==> src/rtl/apb_arbiter_pkg.sv <==
// Shared AMBA APB bus widths and the arbiter FSM state encoding.
package apb_arbiter_pkg;

  localparam int P_ADDR_W = 32;
  localparam int P_DATA_W = 32;
  localparam int P_STRB_W = 4;

  typedef enum logic [1:0] {
    ST_IDLE   = 2'd0,
    ST_SETUP  = 2'd1,
    ST_ACCESS = 2'd2
  } apb_state_t;

endpackage

==> src/rtl/apb_arbiter.sv <==
// Two-master to one-slave APB arbiter: round-robin grant in IDLE,
// registered downstream request and an ACCESS-phase timeout.
module apb_arbiter
  import apb_arbiter_pkg::*;
#(
  parameter int TIMEOUT_CYC = 255
) (
  input  logic                pclk,
  input  logic                preset,
  input  logic [P_ADDR_W-1:0] m0_paddr,
  input  logic                m0_psel,
  input  logic                m0_penable,
  input  logic                m0_pwrite,
  input  logic [P_DATA_W-1:0] m0_pwdata,
  input  logic [P_STRB_W-1:0] m0_pwstrb,
  output logic                m0_pready,
  output logic [P_DATA_W-1:0] m0_prdata,
  output logic                m0_pslverr,
  input  logic [P_ADDR_W-1:0] m1_paddr,
  input  logic                m1_psel,
  input  logic                m1_penable,
  input  logic                m1_pwrite,
  input  logic [P_DATA_W-1:0] m1_pwdata,
  input  logic [P_STRB_W-1:0] m1_pwstrb,
  output logic                m1_pready,
  output logic [P_DATA_W-1:0] m1_prdata,
  output logic                m1_pslverr,
  output logic [P_ADDR_W-1:0] s_paddr,
  output logic                s_psel,
  output logic                s_penable,
  output logic                s_pwrite,
  output logic [P_DATA_W-1:0] s_pwdata,
  output logic [P_STRB_W-1:0] s_pwstrb,
  input  logic                s_pready,
  input  logic [P_DATA_W-1:0] s_prdata,
  input  logic                s_pslverr
);

  localparam logic [7:0] TIMEOUT_VAL = 8'(TIMEOUT_CYC);

  apb_state_t            state_reg, state_next;
  logic                  ptr_reg;
  logic                  grant_reg;
  logic [7:0]            cnt_reg;
  logic [P_ADDR_W-1:0]   s_paddr_reg;
  logic                  s_pwrite_reg;
  logic [P_DATA_W-1:0]   s_pwdata_reg;
  logic [P_STRB_W-1:0]   s_pwstrb_reg;
  logic                  s_psel_reg;
  logic                  s_penable_reg;

  logic any_req;
  logic pick;
  logic xfer_done;
  logic xfer_tout;
  logic penable_unused;

  // Upstream penable carries no arbitration meaning; psel alone is the request.
  assign penable_unused = m0_penable ^ m1_penable;

  function automatic logic rr_pick(input logic req0, input logic req1, input logic ptr);
    if (req0 && req1) return ptr;
    else if (req1)    return 1'b1;
    else              return 1'b0;
  endfunction

  assign any_req   = m0_psel | m1_psel;
  assign pick      = rr_pick(m0_psel, m1_psel, ptr_reg);
  assign xfer_done = (state_reg == ST_ACCESS) && s_pready;
  // s_pready wins over a timeout landing in the same cycle.
  assign xfer_tout = (state_reg == ST_ACCESS) && !s_pready && (cnt_reg == TIMEOUT_VAL);

  always_comb begin
    state_next = state_reg;
    case (state_reg)
      ST_IDLE:   if (any_req) state_next = ST_SETUP;
      ST_SETUP:  state_next = ST_ACCESS;
      ST_ACCESS: if (xfer_done || xfer_tout) state_next = ST_IDLE;
      default:   state_next = ST_IDLE;
    endcase
  end

  always_ff @(posedge pclk or posedge preset) begin
    if (preset) begin
      state_reg     <= ST_IDLE;
      ptr_reg       <= 1'b0;
      grant_reg     <= 1'b0;
      cnt_reg       <= 8'd0;
      s_paddr_reg   <= '0;
      s_pwrite_reg  <= 1'b0;
      s_pwdata_reg  <= '0;
      s_pwstrb_reg  <= '0;
      s_psel_reg    <= 1'b0;
      s_penable_reg <= 1'b0;
    end else begin
      state_reg     <= state_next;
      s_psel_reg    <= (state_next != ST_IDLE);
      s_penable_reg <= (state_next == ST_ACCESS);
      case (state_reg)
        ST_IDLE: begin
          if (any_req) begin
            grant_reg    <= pick;
            ptr_reg      <= ~pick;
            cnt_reg      <= 8'd0;
            s_paddr_reg  <= pick ? m1_paddr  : m0_paddr;
            s_pwrite_reg <= pick ? m1_pwrite : m0_pwrite;
            s_pwdata_reg <= pick ? m1_pwdata : m0_pwdata;
            s_pwstrb_reg <= pick ? m1_pwstrb : m0_pwstrb;
          end
        end
        // cnt_reg holds the 1-based index of the current ACCESS cycle.
        ST_SETUP:  cnt_reg <= 8'd1;
        ST_ACCESS: if (!xfer_done && !xfer_tout) cnt_reg <= cnt_reg + 8'd1;
        default:   cnt_reg <= 8'd0;
      endcase
    end
  end

  assign s_paddr   = s_paddr_reg;
  assign s_pwrite  = s_pwrite_reg;
  assign s_pwdata  = s_pwdata_reg;
  assign s_pwstrb  = s_pwstrb_reg;
  assign s_psel    = s_psel_reg;
  assign s_penable = s_penable_reg;

  // A timeout returns zero data with an error flag to the granted master.
  assign m0_pready  = !grant_reg && (xfer_done || xfer_tout);
  assign m0_prdata  = (!grant_reg && xfer_done) ? s_prdata : '0;
  assign m0_pslverr = !grant_reg && (xfer_done ? s_pslverr : xfer_tout);
  assign m1_pready  = grant_reg && (xfer_done || xfer_tout);
  assign m1_prdata  = (grant_reg && xfer_done) ? s_prdata : '0;
  assign m1_pslverr = grant_reg && (xfer_done ? s_pslverr : xfer_tout);

endmodule

==> config.mk <==
export PLATFORM = sky130hd
export DESIGN_NAME = apb_arbiter
export DESIGN_NICKNAME = d
export VERILOG_FILES = /design/src/rtl/apb_arbiter_pkg.sv /design/src/rtl/apb_arbiter.sv
export SDC_FILE = /design/constraint.sdc
export NUM_CORES = 1
export LEC_CHECK = 0
export CELL_PAD_IN_SITES_DETAIL_PLACEMENT = 0
export CELL_PAD_IN_SITES_GLOBAL_PLACEMENT = 2
export CORE_UTILIZATION = 16
export DETAILED_ROUTE_END_ITERATION = 7
export PLACE_DENSITY = 0.81
export SYNTH_ARGS = -nofsm -noshare
export SYNTH_HDL_FRONTEND = slang
export SYNTH_SLANG_ARGS = --single-unit
==> constraint.sdc <==
create_clock -name pclk -period 2.6 [get_ports pclk]
set_input_delay 0.52 -clock pclk [delete_from_list [all_inputs] [get_ports pclk]]
set_output_delay 0.52 -clock pclk [all_outputs]
set_load 0.05 [all_outputs]
Word level (Yosys, flattened, before mapping)
Cells that the tools add are included.

Bits of input ports: 178. Memory bits (writable): 0. Bits in latches: 0. Output and inout port bits: 139. Memory bits (read-only): 0. Memories: 0. Flip-flop bits (word level): 83. Logic and storage cells: 54.

Add/sub/neg operators: 1. $mul: 0. $lt $le $gt $ge: 0. Reduce and logical (&&, ||, !) cells: 20. Shift-type cells: 0. Eq/ne operators: 6. Bitwise logic cells: 2. Div/mod/pow operators: 0. Multiplexer cells: 15.

Operator list (number): $mux 32 (4); $pmux 8 s3 (1); $mux 8 (2); $logic_and 1x1->1 (11); $add 8x1->8 const B (1); $eq 8x8->1 const B (1); $pmux 2 s3 (1); $eq 2x2->1 const B (2); $logic_not 1->1 (4); $mux 1 (4); $mux 2 (2); $mux 4 (1); $reduce_and 2->1 (2); $eq 2x1->1 const B (1); $logic_not 2->1 (1); $ne 2x1->1 const B (1); $ne 2x2->1 const B (1); $reduce_bool 2->1 (1); $logic_or 1x1->1 (1); $not 1->1 (1); $or 1x1->1 (1).

Depth between registers and ports, before layout
Word-level depth: 7. Mapped depth: 8. Gate-level depth less buffers: 6.

Worst setup path after synthesis
Ideal clock, no wire load.

Path kind: reg-to-output. Start point: register state_reg[0]. End point: output m0_pslverr. Stages on the path, launching flop included: 8. Data arrival time: 1.926 ns. Path slack: 0.154 ns. Buffers on the path: 1. Path through: dfrtp_1 -> inv_1 -> ha_1 -> buf_2 -> nand4_1 -> o21ai_0 -> o21ai_0 -> nor2_1.

Longest elaborated chain between the ends: 5. Elaborated cells between the ends (all ways): 6. Classes of those cells: eq/ne (1); mux (1); reduce/logical (4).

Ends and longest elaborated chain: from (decl) (line apb_arbiter.sv:41) `apb_state_t state_reg, state_next;`; from (signal assigned) (line apb_arbiter.sv:96) `state_reg <= state_next;`; $eq 2x2->1 * (line apb_arbiter.sv:69, apb_arbiter.sv:71); $logic_and 1x1->1 (2 in a row) (line apb_arbiter.sv:71) `assign xfer_tout = (state_reg == ST_ACCESS) && !s_pready && (cnt_reg == TIMEOUT_VAL);`; $mux 1 * (line apb_arbiter.sv:129) `assign m0_pslverr = !grant_reg && (xfer_done ? s_pslverr : xfer_tout);`; $logic_and 1x1->1 * (line apb_arbiter.sv:129); to (decl) (line apb_arbiter.sv:18) `output logic m0_pslverr,`.

Mark *: on every way between the ends. The rest lies on a longest branch, timed or not.

Worst setup path in the final report
Start point: register state_reg[0]. End point: output m0_prdata[6].

Longest elaborated chain between the ends: 4.

Ends and longest elaborated chain: $eq 2x2->1 (line apb_arbiter.sv:69) `assign xfer_done = (state_reg == ST_ACCESS) && s_pready;`; $logic_and 1x1->1 (line apb_arbiter.sv:69); $logic_and 1x1->1 (line apb_arbiter.sv:128) `assign m0_prdata = (!grant_reg && xfer_done) ? s_prdata : '0;`; $mux 32 (line apb_arbiter.sv:128); to (decl) (line apb_arbiter.sv:17) `output logic [P_DATA_W-1:0] m0_prdata,`.

Every way passes these cells.

==> impl_metrics.csv <==
group,metric,value,unit
floorplanning,io_pins,317,
clock_tree,clock-sinks,83,
final_layout,syn_to_final_growth,116.4,%
clock_tree,cts_buffer_depth,2,
setup_path,cp-end-kind,"primary output",
placement,post-place-cells,1014,
placement,pre_cts_ws,189.4,ps
sta,slew_headroom,0.5936,
floorplanning,die-area,25720,um^2
floorplanning,start_util,0.1640,
pwr,seqPwrFrac,0.240,
yosys,synthesis.nets,574,
setup_path,path_max_fanout,13,
grt,antenna_found_initial,0,
setup_path,timing.critical_path.required,2080,ps
sta,period_minus_slack,2479,ps
sta,setup_viol,0,
yosys,syn_avg_cell_area,10.26,um^2
setup_path,r2r-end,"cnt_reg[2]$_DFFE_PP0P_",
grt,first_global_vias,4541,
min_path,holdPathStages,2,
drt,antenna_left,0,
status,status,"finished clean",
placement,place_area,8298,um^2
yosys,seq_area_frac_synth,0.5176,
drt,drc_errors,0,
clock_tree,cts_made_buffers,9,
floorplanning,die_x,160.4,um
sta,finalHoldViolCount,0,
clock_tree,cts_tree,"done",
min_path,hold_end,"s_paddr[21]$_DFFE_PP0P_",
drt,via_per_inst,4.294,
yosys,synth_cell_type_count,29,
pwr,p_int,4.697,mW
pwr,switching_share,0.4902,
clock_tree,root_buffer,"clkbuf_16",
pwr,pwr-share-clk,0.137,
grt,grtUsageTotal,0.1261,
yosys,syn_area,4013,um^2
final_layout,nNetsFinal,890,
grt,grt_first_pass_wirelength,25.25,mm
placement,gp_congestion,0.7662,
pwr,power.density,1061,nW/um^2
sta,layout_setup_ws,120.8,ps
final_layout,drive_gt1_frac,0.1742,
setup_path,critPathKind,"flip-flop to primary output",
clock_tree,cts.hold.buffers_added,0,
placement,dp_hpwl,12.03,mm
pwr,vdd_drop_max,0.5665,mV
final_layout,diodes,0,
sta,max_clock_freq,403.3,MHz
drt,drt_iter0_drc,413,
setup_path,rr_worst_depth,6,
yosys,synth_area_leaders,"dfrtp_1, a222oi_1, and2_1",
setup_path,crit_arrival,1960,ps
yosys,yosys.area.top_type_share,0.5176,
flow_run,drv_cap,0,
pwr,net-switching-power,4.516,mW
clock_tree,clkSlewWorstSetupHoldPaths,70,ps
grt,overflow,0,
final_layout,final_util,0.3549,
final_layout,finish.instance_area,8682,um^2
yosys,yosys_warnings,0,
yosys,ys_ff_latch,83,
pwr,power_leakage,3.857,nW
clock_tree,clkLatencyLatePin,350,ps
sta,fin_crit_sh,0.9536,
yosys,synth_cells,391,
floorplanning,die_y,160.4,um
final_layout,final_cells,1036,
placement,port_buffers,314,
clock_tree,htree_levels,3,
drt,totalWireLength,16.61,mm
sta,holdWs,492.1,ps
sta,finalClockSkew,12.04,ps
pwr,p_comb_frac,0.623,
setup_path,r2r-start,"state_reg[1]$_DFF_PP0_",
sta,rsz0062_at_grt,"true",
min_path,min_from,"s_paddr[21]$_DFFE_PP0P_",
yosys,synth_top_cell_by_area,"dfrtp_1",
floorplanning,core_area,24460,um^2
drt,firstDrtPassIters,7,
setup_path,rrSetupSlack,620,ps
drt,detail_route.wl_per_cell,16.03,um
floorplanning,row_count,57,
min_path,hold_path_class,"flip-flop to flip-flop",
sta,max_slew.worst_pin.slew,609.5,ps
drt,vias,4449,
setup_path,start_kind,"flip-flop",
sta,maxSlewViolCount,0,
grt,grt_max_degree,71,
[power by group through the flow]
stage	Clock [mW]	Combinational, mW	Sequential (mW)
after floorplan	0	1.62	4.01
after global placement	0	5.70	2.21
after detailed placement	0	5.73	2.21
after CTS	1.31	5.73	2.21
after global routing	1.36	6.07	2.28
final	1.26	5.74	2.21
[area by class of cell]
| class | instances | area, um^2 |
|---|---|---|
| Clock buffer | 9 | 225.2 |
| Clock inverter | 7 | 57.56 |
| Fill cell | 2442 | 15780 |
| Inverter | 75 | 285.3 |
| Multi-Input combinational cell | 203 | 1593 |
| Sequential cell | 83 | 2078 |
| Tap cell | 324 | 405.4 |
| Timing Repair Buffer | 335 | 4038 |
[synthesized netlist by cell type]
| library cell | instances |
|---|---|
| nand2b_1 | 1 |
| inv_1 | 75 |
| or2_1 | 1 |
| o211ai_1 | 1 |
| o21ai_0 | 13 |
| and3_1 | 3 |
| a222oi_1 | 69 |
| and4_1 | 1 |
| nor2_1 | 7 |
| o31ai_1 | 4 |
| o21ai_1 | 1 |
| nand3b_1 | 1 |
| o2111ai_1 | 2 |
| nand4_1 | 2 |
| a21o_1 | 2 |
| nand3_1 | 4 |
| a31oi_1 | 3 |
| or3b_1 | 1 |
| a21oi_2 | 1 |
| o21ba_2 | 1 |
| buf_2 | 15 |
| clkbuf_1 | 14 |
| a21oi_1 | 3 |
| nand2_1 | 8 |
| ha_1 | 5 |
| and2_1 | 67 |
| dfrtp_1 | 83 |
| buf_1 | 1 |
| nor2b_1 | 2 |
[critical path: stages, from the launching register on]
cell,delay [ps]
dfrtp_2,420
inv_1,80
ha_1,160
buf_4,150
nand2_2,110
nor2_4,180
buf_6,170
and2_1,190
buf_12,150
[how the worst max path moves through the flow]
stage | endpoint | from | slack, ps | depth (start not counted)
after floorplan | m0_pslverr | state_reg[0]$_DFF_PP0_ | 150 | 7
after global routing | m1_prdata[16] | state_reg[0]$_DFF_PP0_ | -10 | 8
after global placement | m0_prdata[22] | s_pready | 200 | 6
after detailed placement | m1_prdata[16] | s_pready | 190 | 6
final | m0_prdata[6] | state_reg[0]$_DFF_PP0_ | 120 | 8
after CTS | m1_prdata[4] | state_reg[0]$_DFF_PP0_ | -0.6 | 8
[metal layers]
layer  part of all wire  vias up  track usage  wire length (um)
met4              0.011        0      0.03463               187
met5                  0        -            0                 0
met3              0.086       12      0.04106              1434
met2               0.52      223       0.2176              8565
met1               0.39     2156       0.1493              6423
li1                   -     2058            -                 -
[cell families (layout without fill, tap and decap cells)]
kind of cell	after synthesis	in the layout	share of synthesized area
buffers and inverters	105	426	0.1029
AOI/OAI and AO/OA	100	100	0.2201
and+or+nand+nor	98	98	0.1438
DFF	83	83	0.5176
adders and majority gates	5	5	0.01559
[per-stage QoR]
step                total power, mW  setup TNS [ps]
floorplan                     5.628               0
global placement              7.905               0
detailed placement            7.935               0
CTS                           9.254          -1.057
global route                  9.711          -65.87
finish                        9.212               0
[placed cells by master (no fill, tap or decap), types with 2 or more instances in the layout]
cell,instances
and2_1,59
o31ai_1,4
o2111ai_1,2
dfrtp_1,82
a21oi_4,2
nand3_1,4
a21o_1,2
o21ai_0,12
buf_6,5
clkbuf_16,9
and3_1,3
nand2_1,7
a31oi_1,3
inv_6,5
a222oi_1,69
nor2b_1,2
nand4_1,2
buf_12,71
clkdlybuf4s50_1,246
buf_4,13
inv_1,74
and2_4,8
ha_1,5
nor2_1,5
[what timing repair did]
| action | 4_1_cts | 5_1_grt |
|---|---|---|
| gates resized for setup | 1 | 21 |
| endpoints found under the setup margin | 1 | 66 |
| buffers inserted | 0 | 5 |
| cloned | 0 | 1 |
| pin swaps | 0 | 2 |
Power figures use the tool's default switching activity.
